File: config.mk
export PLATFORM = sky130hd
export DESIGN_NAME = div_sequencer
export DESIGN_NICKNAME = d
export VERILOG_FILES = /design/src/rtl/div_sequencer.sv
export SDC_FILE = /design/constraint.sdc
export NUM_CORES = 1
export LEC_CHECK = 0
export CORE_UTILIZATION = 55
export CTS_CLUSTER_SIZE = 10
export DETAILED_ROUTE_END_ITERATION = 8
export PLACE_DENSITY = 0.83
export SLEW_MARGIN = 20
export SYNTH_ARGS = -nofsm -noshare
export SYNTH_HDL_FRONTEND = slang
export SYNTH_SLANG_ARGS = --single-unit
File: constraint.sdc
create_clock -name clk -period 6.9 [get_ports clk]
set_clock_uncertainty 0.2 [all_clocks]
set_input_delay 0.69 -clock clk [delete_from_list [all_inputs] [get_ports clk]]
set_output_delay 0.69 -clock clk [all_outputs]
set_load 0.01 [all_outputs]
File: src/rtl/div_sequencer.sv
// Multi-cycle radix-2 restoring divider controller for DIV/DIVU/REM/REMU, sitting beside E.
// Latency: XLEN+1 cycles from start to the done pulse; divide-by-zero and signed overflow take 1 cycle.
// Backpressure: div_stallE holds F/D/E while a divide is pending; flushE kills the divide with no done pulse.
//
// Ports:
//   clk, rst_n             clock (rising edge), asynchronous active-low reset
//   div_startE, div_opE    divide valid in E; funct3[1:0] (00 DIV, 01 DIVU, 10 REM, 11 REMU)
//   srcaE, srcbE           dividend / divisor after forwarding
//   flushE                 abort the in-flight divide, or block a start
//   div_stallE             hold the front of the pipeline
//   div_doneE, div_resultE one-cycle done pulse and its quotient/remainder
//   div_busy               iteration in progress
module div_sequencer #(
  parameter int XLEN  = 32,
  parameter int CNT_W = 6
) (
  input  logic            clk,
  input  logic            rst_n,
  input  logic            div_startE,
  input  logic [1:0]      div_opE,
  input  logic [XLEN-1:0] srcaE,
  input  logic [XLEN-1:0] srcbE,
  input  logic            flushE,
  output logic            div_stallE,
  output logic            div_doneE,
  output logic [XLEN-1:0] div_resultE,
  output logic            div_busy
);

  typedef enum logic [1:0] {IDLE, BUSY, DONE} state_t;

  localparam logic [XLEN-1:0] MIN_NEG = {1'b1, {(XLEN-1){1'b0}}};

  state_t            state, stateNext;
  logic              remSel;      // latched op[1]: remainder rather than quotient
  logic              signA, signB;
  logic [XLEN-1:0]   remReg, quoReg, divisorReg, resultReg;
  logic [CNT_W-1:0]  count;

  // Start-side decode
  logic              isSignedIn, srcaNeg, srcbNeg, divByZero, overflow, special, accept;
  logic [XLEN-1:0]   magA, magB, specialResult;

  always_comb begin
    isSignedIn = ~div_opE[0];
    srcaNeg    = isSignedIn & srcaE[XLEN-1];
    srcbNeg    = isSignedIn & srcbE[XLEN-1];
    magA       = srcaNeg ? (~srcaE + 1'b1) : srcaE;
    magB       = srcbNeg ? (~srcbE + 1'b1) : srcbE;
    divByZero  = (srcbE == '0);
    overflow   = isSignedIn & (srcaE == MIN_NEG) & (srcbE == '1);
    special    = divByZero | overflow;
    accept     = (state == IDLE) & div_startE & ~flushE;
    if (divByZero)
      specialResult = div_opE[1] ? srcaE : '1;
    else
      specialResult = div_opE[1] ? '0 : MIN_NEG;
  end

  // One restoring step. The shifted partial remainder needs XLEN+1 bits, but
  // after a subtract it is always below the divisor, so XLEN bits suffice to store.
  logic [XLEN:0]     remShift;
  logic              geq, lastIter;
  logic [XLEN-1:0]   remIter, quoIter, finalResult;

  always_comb begin
    remShift = {remReg, quoReg[XLEN-1]};
    geq      = (remShift >= {1'b0, divisorReg});
    remIter  = geq ? (remShift[XLEN-1:0] - divisorReg) : remShift[XLEN-1:0];
    quoIter  = {quoReg[XLEN-2:0], geq};
    lastIter = (count == CNT_W'(XLEN-1));
    // Signs are latched as zero for unsigned ops, so no op check is needed here.
    if (remSel)
      finalResult = signA ? (~remIter + 1'b1) : remIter;
    else
      finalResult = (signA ^ signB) ? (~quoIter + 1'b1) : quoIter;
  end

  always_comb begin
    stateNext = state;
    case (state)
      IDLE: if (accept) stateNext = special ? DONE : BUSY;
      BUSY: begin
        if (flushE)        stateNext = IDLE;
        else if (lastIter) stateNext = DONE;
      end
      DONE:    stateNext = IDLE;  // start is ignored: the same instruction is still in E
      default: stateNext = IDLE;
    endcase
  end

  always_ff @(posedge clk or negedge rst_n) begin
    if (!rst_n) begin
      state <= IDLE;
    end else begin
      state <= stateNext;
    end
  end

  always_ff @(posedge clk or negedge rst_n) begin
    if (!rst_n) begin
      remSel     <= 1'b0;
      signA      <= 1'b0;
      signB      <= 1'b0;
      remReg     <= '0;
      quoReg     <= '0;
      divisorReg <= '0;
      resultReg  <= '0;
      count      <= '0;
    end else if (accept) begin
      remSel     <= div_opE[1];
      signA      <= srcaNeg;
      signB      <= srcbNeg;
      remReg     <= '0;
      quoReg     <= magA;
      divisorReg <= magB;
      count      <= '0;
      if (special) resultReg <= specialResult;
    end else if ((state == BUSY) && !flushE) begin
      remReg <= remIter;
      quoReg <= quoIter;
      count  <= count + CNT_W'(1);
      if (lastIter) resultReg <= finalResult;
    end
  end

  assign div_stallE  = ~flushE & (((state == IDLE) & div_startE) | (state == BUSY));
  assign div_doneE   = (state == DONE) & ~flushE;
  assign div_busy    = (state == BUSY);
  assign div_resultE = resultReg;

endmodule

# == Yosys cells after proc, flatten, opt, wreduce, memory -nomap -nowiden ==
# Cells that the tools add are included.
# totals
regBits,139
inputBits,70
output_inout_bits,35
word_cells,73
# classes
n_addsub,6
magnitude_cmp,1
n_eq_ne,8
muxes,24
bitwise,17
reduce_logical,8
# ops
op,n
two-way mux 32 bit,17
adder 32 x 1 -> 32 bit (second input constant),4
NOT 32 bit,4
== test 32 bit (second input constant),2
>= comparator 33 x 32 -> 1 bit,1
zero test 32 bit,1
subtractor 32 bit,1
two-way mux 6 bit,2
bitwise AND 1 bit,8
two-way mux 2 bit,4
adder 6 x 1 -> 6 bit (second input constant),1
== test 6 x 5 -> 1 bit (second input constant),1
inequality test 2 bit (second input constant),2
one-hot mux 2 bit (2 select lines),1
nonzero test 2 bit,2
inequality test 3 x 2 -> 1 bit (second input constant),1
AND reduction 3 bit,1
== test 2 x 1 -> 1 bit (second input constant),1
== test 2 bit (second input constant),1
zero test 2 bit,1
NOT 1 bit,2
bitwise OR 1 bit,2
AND reduction 2 bit,1
logical AND 1 bit,1
other kinds (2),2

# == Logic depth before layout (Yosys ltp) ==
# depth
word_depth,9
mapped_depth,23
depth_no_buf,20

# == Worst setup path after synthesis ==
# OpenSTA, ideal clock, no wires.
# synth_path
path_kind,reg-to-reg
startpoint,register remReg[25]
endpoint,register resultReg[30] (netlist: div_resultE[30])
arrival_ps,4763
setup_slack_ps,1833
path_stages_with_launch,21
synth_period_minus_slack_ps,5067
cell_sequence,dfrtp_1 -> ha_1 -> a21o_1 -> a21o_1 -> a21oi_2 -> a21oi_2 -> a2111oi_4 -> nand3_4 -> buf_2 -> buf_1 -> o21ai_0 -> ha_1 -> inv_1 -> a2111o_1 -> a21o_1 -> nor4_1 -> mux2i_1 -> nor4_4 -> nor3b_2 -> mux2i_1 -> o41ai_2
# synth_between
elab_chain_cells,9
elab_cells_between_ends,13
# synth_rtl
item,line_no,rtl
"start, declared",37,"logic [XLEN-1:0] remReg, quoReg, divisorReg, resultReg;"
"start signal, assigned",120,remReg <= remIter;
subtractor 32 bit or >= comparator 33 x 32 -> 1 bit (tied branches),"69, 68",
two-way mux 32 bit,69,remIter = geq ? (remShift[XLEN-1:0] - divisorReg) : remShift[XLEN-1:0];
NOT 32 bit,74,finalResult = signA ? (~remIter + 1'b1) : remIter;
adder 32 x 1 -> 32 bit,74,
two-way mux 32 bit,74,
two-way mux 32 bit (*),73,if (remSel)
two-way mux 32 bit (*),123,if (lastIter) resultReg <= finalResult;
two-way mux 32 bit (*),119,end else if ((state == BUSY) && !flushE) begin
two-way mux 32 bit (*),110,end else if (accept) begin
"end signal, assigned",118,if (special) resultReg <= specialResult;
"end signal, assigned",123,
"end, declared",37,
# Mark *: on every way between the ends. The rest lies on a longest branch, timed or not. The select of a mux whose other input is x is not followed.
# A chain may end at the register's enable or synchronous reset.

# == Worst setup path in the final report ==
# layout_path
startpoint,register remReg[22]
endpoint,register resultReg[30] (netlist: div_resultE[30])
# The elaborated chain is that of the path after synthesis.

==> impl_metrics.tcl <==
set metrics [dict create \
    dr_total_vias 11800 \
    num_rows 52 \
    min_path_type "primary input to asynchronous set/reset pin" \
    synth_top_area_share_pct 30.3 \
    timing.final.hold_violations 0 \
    relSlewSlack_pct 22.5 \
    fp.dieW_um 146 \
    synthToLayoutAreaGrowth_pct 16.1 \
    cts_setup_buffers 0 \
    cp-start-kind "register" \
    yosys.area.top_type "dfrtp_1" \
    fin_crit_sh_pct 82.1 \
    synth_edf_count 0 \
    yosysWarnings 0 \
    async_reset_ff_share_pct 100 \
    p_int_mw 3.13 \
    grt_remaining_overflow 0 \
    yosysMostFrequentCell "nand2_1" \
    drc_errors 0 \
    cts_buffers 17 \
    cts_tree "yes" \
    seq_area_frac_synth_pct 30.3 \
    power_frac_clock_pct 15.5 \
    synthTopCellsByCount "nand2_1 (163), o21ai_0 (154), dfrtp_1 (139)" \
    p_per_area_nw_per_um2 474 \
    period_minus_slack_ns 5.67 \
    fmax_ghz 0.177 \
    final-setup-viol-count 0 \
    cts.repair.resized 0 \
    grtUsageTotal_pct 34.6 \
    p_sw_mw 3.18 \
    initial_core_util_pct 56.4 \
    cts_num_sinks 139 \
    place_area_um2 12700 \
    postRouteAntennaNets 0 \
    antenna_found_initial 0 \
    status "completed" \
    p_sw_share_pct 50.4 \
    rsz0062_at_grt "false" \
    cp-end-kind "register" \
    p_leak_nw 5.51 \
    irDropWorstVdd_mv 0.378 \
    htree_levels 4 \
    grt_pass1_wl_um 58600 \
    grt_pass1_vias 11100 \
    maxCapViolations 0 \
    seq_power_share_pct 20.1 \
    dp_hpwl_um 27000 \
    ff2ff_setup_slack_ns 1.23 \
    synth_cells 1442 \
    core_area_um2 20400 \
    seq_area_um2 3480 \
    gp_congestion 0.978 \
    crit_type "register to register" \
    worstPathArrival_ns 5.80 \
    io_buffers 104 \
    nets 1619 \
    clk_latency_ns 0.44 \
    setup_tns_ns 0 \
    cts_buffer_depth 2 \
    drive_gt1_share_pct 6.24 \
    drt_wl_total_um 36900 \
    ios 105 \
    power_frac_comb_pct 64.4 \
    diodes 0 \
    cp_max_fo 30 \
    fill_cells 1720 \
    drt_iter0_drc 1333 \
    synthesis.area_um2 11500 \
    die_h_um 146 \
    cts_hold_buf 0 \
    syn_area_per_cell_um2 7.96 \
    cts_root_buf "clkbuf_16" \
    drt_first_pass_iters 6 \
    finalMaxSlewViolations 0 \
    worst_pin_slew_ns 1.16 \
    synth_flop_cell "dfrtp_1" \
    viasPerCell 6.55 \
    synth_cell_types 85 \
    routedWlPerCell_um 20.6 \
    multi_input_area_um2 7480 \
    ys_seq_elements 139 \
    die-area_um2 21400 \
    worstPathRequired_ns 7.03 \
    grt_max_degree 84 \
    synth_fp_nets 1551 \
    path_clk_slew_ns 0.07 \
    design_area_um2 13300 \
    ys_top_cells_by_area "dfrtp_1 (30%), o21ai_0 (6.7%), xnor2_1 (6.2%), nand2_1 (5.3%), ha_1 (4.1%)" \
]
-- power groups by stage --
stage                     sequential [mW]  combinational [mW]  clock, mW
after floorplan                      1.17                3.06          0
after global placement               1.26                3.86          0
after detailed placement             1.27                3.92          0
after CTS                            1.26                3.97      0.987
after global routing                 1.29                4.42       1.02
final                                1.27                4.07      0.979
-- area by class of cell --
class | count | area share [%]
clock buffers | 20 | 3.43
clock inverters | 12 | 1.22
inverters | 64 | 1.81
multi-input cells | 1167 | 56.1
flip-flops and latches | 139 | 26.1
well taps | 270 | 2.53
repair buffers | 121 | 8.78
-- per-stage QoR --
stage / worst slack (ns) / utilization, % / hold slack [ns] / total power [mW] / instances
3_3_place_gp: 1.72 / 62.4 / 0.265 / 5.12 / 1761
5_1_grt: 0.984 / 65.5 / 0.181 / 6.72 / 1793
2_1_floorplan: 1.83 / - / 0.194 / 4.23 / 1442
3_5_place_dp: 1.48 / 62.4 / 0.270 / 5.19 / 1761
6_report: 1.23 / 65.5 / 0.107 / 6.32 / 1793
4_1_cts: 1.34 / 65.4 / 0.144 / 6.22 / 1793
-- worst max-delay path, stage by stage, from the launching register on --
cell       delay [ns]
dfrtp_1          0.46
ha_1             0.47
nand4_1          0.20
nor3_1           0.13
nand4_1          0.15
a21oi_2          0.11
a2111oi_4        0.69
nand3_4          0.26
clkinv_2         0.12
buf_4            0.35
ha_1             0.29
nor4b_1          0.27
buf_4            0.21
nand3_1          0.16
nor2b_1          0.25
nand2_1          0.11
o41ai_1          0.43
xnor2_1          0.20
o221ai_1         0.16
o41ai_2          0.34
-- cell families (layout without fill, tap and decap cells) --
kind of cell	Yosys count	in the layout	synth area share, %
AO/OA/AOI/OAI	465	465	26.1
flip-flops	139	139	30.3
adder cells (fa/ha/maj)	39	39	4.32
multiplexers	41	41	3.75
XOR/XNOR	130	130	9.92
buffers and inverters	136	217	4.71
AND/OR/NAND/NOR	492	492	20.9
-- per-layer routing --
metal	part of all wire (%)	vias to the layer above	GRT usage (%)
met5	0	-	0
met4	3.7	0	14.8
met2	47	616	55.6
met1	40	5585	45.5
li1	-	5442	-
met3	9.4	107	6.72
-- placed cells by master (no fill, tap or decap), types with 27 or more instances in the layout --
master	n
a21oi_1	87
a22oi_1	31
clkdlybuf4s50_1	103
dfrtp_1	138
ha_1	38
inv_1	62
mux2i_1	27
nand2_1	163
nor2_1	119
nor3_1	42
o21ai_0	154
xnor2_1	81
xor2_1	49
-- flip-flops by register name (all words and copies together), names as in the netlist --
register     cells
div_resultE     32
divisorReg      32
quoReg          32
remReg          32
count            6
state            2
remSel           1
signA            1
signB            1
-- final timing paths --
check / startpoint / end / cells past startpoint
max: remReg[22] / div_resultE[30] / 19
max in group asynchronous: rst_n / remSel / 2
max reg2reg: remReg[22] / div_resultE[30] / 19
min reg2reg: divisorReg[6] / divisorReg[6] / 2
min in group clk: divisorReg[6] / divisorReg[6] / 2
min: rst_n / quoReg[27] / 1
Power figures use the tool's default switching activity.
